**src/rtl/fft_pkg.sv**
```systemverilog
// Shared FFT datapath definitions: widths, product-phase encoding and the
// Q30->Q15 round/saturate helper used by every butterfly-side stage.
package fft_pkg;

    localparam int DW   = 16;
    localparam int PW   = 32;
    localparam int FRAC = 15;
    localparam int AW   = PW + 1;

    localparam logic signed [AW-1:0] RND_HALF = AW'(2 ** (FRAC - 1));
    localparam logic signed [AW-1:0] SAT_MAX  = AW'(2 ** (DW - 1) - 1);
    localparam logic signed [AW-1:0] SAT_MIN  = AW'(-(2 ** (DW - 1)));

    typedef enum logic [1:0] {
        PH_AC = 2'd0,
        PH_BD = 2'd1,
        PH_AD = 2'd2,
        PH_BC = 2'd3
    } phase_e;

    typedef struct packed {
        logic [DW-1:0] re;
        logic [DW-1:0] im;
    } cplx_t;

    typedef struct packed {
        logic [DW-1:0] val;
        logic          clamp;
    } sat_rnd_t;

    // Round-half-up then clamp to DW bits; clamp flags any saturation.
    function automatic sat_rnd_t sat_round(input logic signed [AW-1:0] acc);
        logic signed [AW-1:0] r;
        sat_rnd_t             res;
        r = (acc + RND_HALF) >>> FRAC;
        res.clamp = 1'b0;
        if (r > SAT_MAX) begin
            res.val   = SAT_MAX[DW-1:0];
            res.clamp = 1'b1;
        end else if (r < SAT_MIN) begin
            res.val   = SAT_MIN[DW-1:0];
            res.clamp = 1'b1;
        end else begin
            res.val = r[DW-1:0];
        end
        return res;
    endfunction

endpackage

```
**src/rtl/cplx_fifo.sv**
```systemverilog
// Small in-order FIFO for complex samples. Entry 0 is always the head, so the
// output is taken straight from a register and holds while not popped.
module cplx_fifo #(
    parameter int W     = 32,
    parameter int DEPTH = 2
) (
    input  logic         i_clk,
    input  logic         i_reset,
    input  logic         i_clr,
    input  logic         i_push,
    input  logic [W-1:0] i_din,
    input  logic         i_ready,
    output logic [W-1:0] o_dout,
    output logic         o_full,
    output logic         o_empty
);

    localparam int CW = $clog2(DEPTH + 1);

    logic [W-1:0]  r_mem [DEPTH];
    logic [CW-1:0] r_count;
    logic [CW-1:0] w_wr_idx;
    logic          w_pop;
    logic          w_wr;

    assign o_full   = (r_count == CW'(DEPTH));
    assign o_empty  = (r_count == '0);
    assign w_pop    = i_ready && !o_empty;
    // A full FIFO still takes a push when the head leaves in the same cycle.
    assign w_wr     = i_push && (!o_full || w_pop);
    assign w_wr_idx = w_pop ? (r_count - 1'b1) : r_count;
    assign o_dout   = r_mem[0];

    always_ff @(posedge i_clk or negedge i_reset) begin
        if (!i_reset) begin
            for (int i = 0; i < DEPTH; i++) r_mem[i] <= '0;
            r_count <= '0;
        end else if (i_clr) begin
            r_count <= '0;
        end else begin
            // Keep the last head visible once the FIFO drains.
            if (w_pop && (r_count > CW'(1))) begin
                for (int i = 0; i < DEPTH - 1; i++) r_mem[i] <= r_mem[i+1];
            end
            if (w_wr) begin
                for (int i = 0; i < DEPTH; i++) begin
                    if (CW'(i) == w_wr_idx) r_mem[i] <= i_din;
                end
            end
            r_count <= r_count + CW'(w_wr) - CW'(w_pop);
        end
    end

endmodule

```
**src/rtl/twiddle_prod_combine.sv**
```systemverilog
// Combines the four serial partial products of (a+jb)(c+jd) into a rounded,
// saturated Q15 complex result and queues it for the next butterfly stage.
module twiddle_prod_combine
    import fft_pkg::*;
#(
    parameter int DEPTH = 2
) (
    input  logic                 i_clk,
    input  logic                 i_reset,
    input  logic                 i_clr,
    input  logic signed [PW-1:0] i_prod_in,
    input  logic                 i_prod_valid,
    output logic        [DW-1:0] o_y_re,
    output logic        [DW-1:0] o_y_im,
    output logic                 o_y_valid,
    input  logic                 i_y_ready,
    output logic [1:0]           o_phase,
    output logic                 o_sat,
    output logic                 o_ovf
);

    phase_e               r_phase;
    phase_e               w_phase_nxt;
    logic signed [AW-1:0] r_acc_re;
    logic signed [AW-1:0] r_acc_im;
    logic                 r_sat;
    logic                 r_ovf;

    logic signed [AW-1:0] w_prod_sx;
    logic signed [AW-1:0] w_im_sum;
    sat_rnd_t             w_re_sr;
    sat_rnd_t             w_im_sr;
    cplx_t                w_din;
    cplx_t                w_dout;
    logic                 w_push;
    logic                 w_full;
    logic                 w_empty;
    logic                 w_drop;

    assign w_prod_sx = AW'(i_prod_in);
    assign w_im_sum  = r_acc_im + w_prod_sx;
    assign w_re_sr   = sat_round(r_acc_re);
    assign w_im_sr   = sat_round(w_im_sum);
    assign w_din     = '{re: w_re_sr.val, im: w_im_sr.val};

    // The multiplier cannot stall, so a BC strobe always pushes; clr wins.
    assign w_push = i_prod_valid && !i_clr && (r_phase == PH_BC);
    assign w_drop = w_push && w_full && !i_y_ready;

    always_comb begin
        w_phase_nxt = PH_AC;
        unique case (r_phase)
            PH_AC: w_phase_nxt = PH_BD;
            PH_BD: w_phase_nxt = PH_AD;
            PH_AD: w_phase_nxt = PH_BC;
            PH_BC: w_phase_nxt = PH_AC;
        endcase
    end

    always_ff @(posedge i_clk or negedge i_reset) begin
        if (!i_reset) begin
            r_phase  <= PH_AC;
            r_acc_re <= '0;
            r_acc_im <= '0;
            r_sat    <= 1'b0;
            r_ovf    <= 1'b0;
        end else if (i_clr) begin
            r_phase  <= PH_AC;
            r_acc_re <= '0;
            r_acc_im <= '0;
            r_sat    <= 1'b0;
            r_ovf    <= 1'b0;
        end else if (i_prod_valid) begin
            r_phase <= w_phase_nxt;
            unique case (r_phase)
                PH_AC: r_acc_re <= w_prod_sx;
                PH_BD: r_acc_re <= r_acc_re - w_prod_sx;
                PH_AD: r_acc_im <= w_prod_sx;
                PH_BC: begin
                    if (w_re_sr.clamp || w_im_sr.clamp) r_sat <= 1'b1;
                    if (w_drop) r_ovf <= 1'b1;
                end
            endcase
        end
    end

    cplx_fifo #(
        .W     (2 * DW),
        .DEPTH (DEPTH)
    ) u_fifo (
        .i_clk   (i_clk),
        .i_reset (i_reset),
        .i_clr   (i_clr),
        .i_push  (w_push),
        .i_din   (w_din),
        .i_ready (i_y_ready),
        .o_dout  (w_dout),
        .o_full  (w_full),
        .o_empty (w_empty)
    );

    assign o_y_re    = w_dout.re;
    assign o_y_im    = w_dout.im;
    assign o_y_valid = !w_empty;
    assign o_phase   = r_phase;
    assign o_sat     = r_sat;
    assign o_ovf     = r_ovf;

endmodule

```
**config.mk**
```make
export PLATFORM = sky130hd
export DESIGN_NAME = twiddle_prod_combine
export DESIGN_NICKNAME = d
export VERILOG_FILES = /design/src/rtl/fft_pkg.sv /design/src/rtl/cplx_fifo.sv /design/src/rtl/twiddle_prod_combine.sv
export SDC_FILE = /design/constraint.sdc
export NUM_CORES = 1
export LEC_CHECK = 0
export BUFFER_PORTS_ARGS = -buffer_cell sky130_fd_sc_hd__buf_2
export CAP_MARGIN = 30
export CELL_PAD_IN_SITES_DETAIL_PLACEMENT = 0
export CELL_PAD_IN_SITES_GLOBAL_PLACEMENT = 1
export CORE_ASPECT_RATIO = 1.2
export CORE_MARGIN = 10
export CORE_UTILIZATION = 51
export CTS_CLUSTER_DIAMETER = 60
export CTS_CLUSTER_SIZE = 14
export DETAILED_ROUTE_END_ITERATION = 10
export MAX_ROUTING_LAYER = met4
export PLACE_DENSITY_LB_ADDON = 0.2
export REMOVE_ABC_BUFFERS = 1
export SLEW_MARGIN = 25
export SYNTH_ARGS = -nofsm -noshare
export SYNTH_HDL_FRONTEND = slang
export SYNTH_HIERARCHICAL = 1
export SYNTH_SLANG_ARGS = --single-unit
```
**constraint.sdc**
```tcl
create_clock -name i_clk -period 7.7 [get_ports i_clk]
set_input_delay 2.31 -clock i_clk [delete_from_list [all_inputs] [get_ports i_clk]]
set_output_delay 2.31 -clock i_clk [all_outputs]
set_load 0.1 [all_outputs]
```
# Word-level counts from Yosys, hierarchy flattened

Index checks and enable logic that the tools add are counted.

Register bits: 136
Input bits: 37
Output and inout port bits: 37
Logic and storage cells: 82

$add $sub $neg: 7
$lt $le $gt $ge: 5
Eq/ne operators: 5
Multiplexer cells: 29
Bitwise logic cells: 1
Reduce and logical (&&, ||, !) cells: 27

Operators by type and width:

| kind                                                          | count |
|---|---|
| 2-to-1 mux 33 bit                                             | 5 |
| 2-to-1 mux 32 bit                                             | 3 |
| adder 33 x 16 -> 33 bit (second input constant)               | 2 |
| case mux 33 bit (2 select lines)                              | 1 |
| 2-to-1 mux 64 bit                                             | 1 |
| > comparator 18 x 16 -> 1 bit (second input constant)         | 2 |
| less-than comparator 18 x 16 -> 1 bit (second input constant) | 2 |
| 2-to-1 mux 17 bit                                             | 2 |
| adder 33 x 32 -> 33 bit                                       | 1 |
| subtractor 33 x 32 -> 33 bit                                  | 1 |
| 2-to-1 mux 16 bit                                             | 2 |
| 2-to-1 mux 1 bit                                              | 10 |
| nonzero test 2 bit                                            | 5 |
| AND reduction 3 bit                                           | 3 |
| 2-to-1 mux 2 bit                                              | 4 |
| case mux 2 bit (4 select lines)                               | 1 |
| logical AND 1 bit                                             | 7 |
| == test 2 bit (second input constant)                         | 3 |
| logical NOT 2 bit                                             | 3 |
| logical NOT 1 bit                                             | 4 |
| AND reduction 2 bit                                           | 2 |
| nonzero test 3 bit                                            | 1 |
| adder 2 x 1 -> 2 bit                                          | 1 |
| == test 1 x 2 -> 1 bit (first input constant)                 | 1 |
| other kinds (6)                                               | 7 |

# Logic depth before layout (Yosys ltp)

Word-level depth: 10
Mapped depth: 16
Gate-level depth less buffers: 15

# By module

Netlist, hierarchy kept.

Modules (own cells, without submodules):

| module               | times used | cells an instance | area an instance (um^2) | seq. area each (um^2) |
|---|---|---|---|---|
| twiddle_prod_combine | 1          | 878               | 6,988.0                 | 1,726.7 |
| cplx_fifo            | 1          | 236               | 3,118.0                 | 1,651.6 |

# Worst setup path after synthesis

OpenSTA, ideal clock, no wires.

Kind: input port to flip-flop
Start point: input i_prod_in[3]
End point: register u_fifo.r_mem, in the netlist u_fifo/o_dout[3]
Setup time: 0.126 ns
Arrival: 4.986 ns
Setup slack: 2.588 ns
Stages: 14
Path buffers: 1
Path through: ha_1 > ha_1 > nand4_1 > o22ai_1 > a31oi_1 > o41ai_2 > a21oi_1 > o21bai_1 > xor2_2 > nor2b_4 > buf_6 > o21ai_1 > a22o_1 > a221o_1

RTL lines:

| element                       | line                       | source |
|---|---|---|
| start, declared               | twiddle_prod_combine.sv:11 | `input logic signed [PW-1:0] i_prod_in,` |
| end signal, assigned by index | cplx_fifo.sv:47            | `if (CW'(i) == w_wr_idx) r_mem[i] <= i_din;` |
| end, declared                 | cplx_fifo.sv:20            | `logic [W-1:0] r_mem [DEPTH];` |

==> impl_metrics.csv <==
group,metric,value,unit
drt,viasPerCell,5.930,
clock_network,cts_tree,"done",
synthesis,synthCells,1114,
synthesis,ys_warn_count,6,
grt,grt_first_pass_wirelength,43360,um
grt,use_met3,2.988,%
clock_network,root_buffer,"clkbuf_16",
sta,relSlewSlack,39.80,%
grt,overflow,0,
layout,layout.cells.most_common_list,"dfrtp_1, nand2_1, ha_1, a21oi_1, buf_2",
worst_setup_path,start_kind,"primary input",
power_and_ir_drop,power.density,211.3,nW/um2
worst_setup_path,cp.buffers_inverters,1,
clock_network,insertion_delay,430,ps
clock_network,cts.htree.levels,4,
flow_run,cap_viol_max_count,0,
clock_network,cts_buffers,17,
layout,syn_to_final_growth,8.853,%
worst_setup_path,crit_family,"compound AO/OA/AOI/OAI gates",
layout,design_area,11000,um2
synthesis,synth_xor_area_share,4.234,%
synthesis,synth_enable_flop_cells,0,
floorplanning,core-area,19550,um2
sta,rsz0062_at_grt,"no",
sta,tightest_slew,900.8,ps
grt,grt_pass1_vias,8516,
synthesis,synth.yosys.seq_area_share,33.43,%
drt,num_vias,8361,
sta,skew,12.95,ps
clock_network,cts_resized,0,
grt,use_met1,24.55,%
worst_setup_path,setup.worst_path.end_class,"flip-flop",
worst_setup_path,cp.required,8000,ps
sta,period_minus_slack,5357,ps
worst_setup_path,slowest_delay,540,ps
synthesis,synth_cell_types,66,
layout,drive_gt1_share,13.07,%
worst_setup_path,cp_slowest_cell,"o41ai_2",
drt,wirelength,26000,um
sta,fin_setup_tns,0,ps
grt,grt_usage,21.08,%
floorplanning,start_util,51.70,%
placed_design,hpwl,18930,um
synthesis,post_synth.cell_area_avg,9.072,um2
synthesis,synth_fa_ha_area_share,12.95,%
synthesis,synth-simple-area-share,13.45,%
power_and_ir_drop,p_leak,0.005419,uW
synthesis,syn-cell-area,10110,um2
sta,slew_viol_final,0,
worst_setup_path,crit_chain,"buf_2, ha_1, ha_1, nand4_1, o22ai_1, a31oi_1, o41ai_2, a21oi_1, o21bai_1, xor2_2, nand2_1, o21ai_1, a22o_1, a221o_1",
worst_setup_path,path_max_fanout,15,
floorplanning,io_pins,74,
worst_setup_path,worstPathArrival,5660,ps
grt,grtUsageMet2,36.09,%
synthesis,synth-compound-area-share,24.07,%
placed_design,port_buffers,73,
layout,layout_commonest_cell,"dfrtp_1",
clock_network,ctsHoldBuffers,0,
clock_network,clock-sinks,135,
power_and_ir_drop,vdd_ir_drop_max,0.1746,mV
clock_network,clk_pin_slew,60,ps
floorplanning,die-area,25870,um2
grt,top_usage_layer,"met2",
clock_network,cts_setup_buffers,0,
drt,first_pass_iters,5,
floorplanning,die_w,148.5,um
drt,ant_nets,0,
clock_network,max-clock-path-buffers,2,
outcome,outcome,"finished clean",
sta,max_freq,0.1867,GHz
sta,finalSetupViolCount,0,
layout,final_nets,1277,
sta,finalHoldViolations,0,
synthesis,synth_mux_area_share,5.089,%
worst_setup_path,cp_common_cell,"ha_1",
synthesis,synthFlopType,"dfrtp_1",
worst_setup_path,reg2reg_slack,3980,ps
drt,wire_per_inst,18.44,um
placed_design,placed_cell_area,10440,um2
floorplanning,die_h,174.2,um
drt,drc,0,
placed_design,gp_congestion,0.8997,
floorplanning,rows,56,
drt,dr.first_iter.drc_count,578,
synthesis,ys_seq_elements,135,
sta,fin_crit_sh,69.58,%
synthesis,synthArstFlopShare,100.0,%
grt,grt_max_degree,80,
synthesis,synth_top_family_by_area,"compound AO/OA/AOI/OAI gates",
grt,antenna_found_initial,1,
worst_setup_path,crit_type,"in -> reg",
hold_path,hp-class,"reg -> reg",
per-layer routing:
metal | share of wire [%] | vias up | wire, um
li1 | - | 4107 | -
met1 | 43 | 4027 | 11280
met2 | 50 | 192 | 13060
met3 | 3.9 | 35 | 1005
met4 | 2.5 | 0 | 652
met5 | 0 | - | 0
kinds of logic (layout without fill, tap and decap cells):
kind of cell               Yosys count  after routing
muxes                               47             47
DFF                                135            135
other                                0              1
and+or+nand+nor                    280            280
adders and majority gates          104            104
xor gates and xnor gates            48             48
AOI/OAI and AO/OA                  361            361
buffers and inverters              139            173
area by class of cell:
class                      instances  area [um2]
inverter                          58       217.7
tap                              261       326.6
sequential                       135        3378
timing repair buffer              84       454.2
antenna                            1       2.502
multi-input combinational        840        6068
fill                            1792        8548
clock buffer                      17       425.4
clock inverter                    14       127.6
flip-flops by register name, summed over array words and instances, names as in the netlist:
name            cells
o_ovf               1
o_phase             2
o_sat               1
r_acc_im           32
r_acc_re           33
u_fifo/o_dout      32
u_fifo/r_count      2
u_fifo/r_mem       32
stage by stage:
stage / total power [uW] / util [%] / std cells / setup slack [ps] / hold WS, ps
global route: 2453 / 56.27 / 1410 / 2037 / 506.4
detailed placement: 1558 / 53.39 / 1378 / 1939 / 477.5
global placement: 1549 / 53.39 / 1378 / 1968 / 467.5
CTS: 2346 / 56.22 / 1409 / 2365 / 492.1
floorplan: 1372 / - / 1033 / 2550 / 449.8
finish: 2325 / 56.27 / 1410 / 2343 / 487.7
final timing paths:
kind	startpoint	to	cells past startpoint
min in group asynchronous	i_reset	u_fifo/o_dout[8]	1
hold reg to reg	u_fifo/r_mem[9]	u_fifo/r_mem[9]	1
setup reg to reg	r_acc_im[3]	u_fifo/o_dout[3]	13
max in group asynchronous	i_reset	r_acc_im[10]	2
setup / recovery	i_prod_in[3]	u_fifo/o_dout[3]	14
hold / removal	u_fifo/r_mem[9]	u_fifo/r_mem[9]	1
synth_stat cells (15+ instances only):
cell type	n	area [um2]
a21oi_1	89	445.4
nor3_1	18	90.09
clkbuf_1	33	123.9
a31oi_1	15	93.84
o21ai_0	71	355.3
dfrtp_1	135	3378
ha_1	103	1289
xor2_1	25	219.0
nor2_1	38	142.6
o21a_1	38	285.3
a21o_1	23	172.7
xnor2_1	22	192.7
a221o_1	36	360.4
and3_1	19	118.9
nand2_1	120	450.4
nand3_1	21	105.1
buf_4	32	240.2
mux2_2	22	247.7
inv_1	58	217.7
power breakdown:
| group | switching (uW) | internal [uW] |
|---|---|---|
| Clock | 335 | 445 |
| Sequential | 52.3 | 765 |
| Combinational | 510 | 218 |
| Total | 898 | 1430 |
worst reg2reg max path, stage by stage, from the launching register on:
cell	delay, ps
dfrtp_1	390
ha_1	280
ha_1	300
nand4_1	90
o22ai_1	210
a31oi_1	150
o41ai_2	540
a21oi_1	180
o21bai_1	240
xor2_2	170
nand2_1	380
o21ai_1	190
a22o_1	230
a221o_1	250
Note: power is estimated with default switching activity, not from simulation.
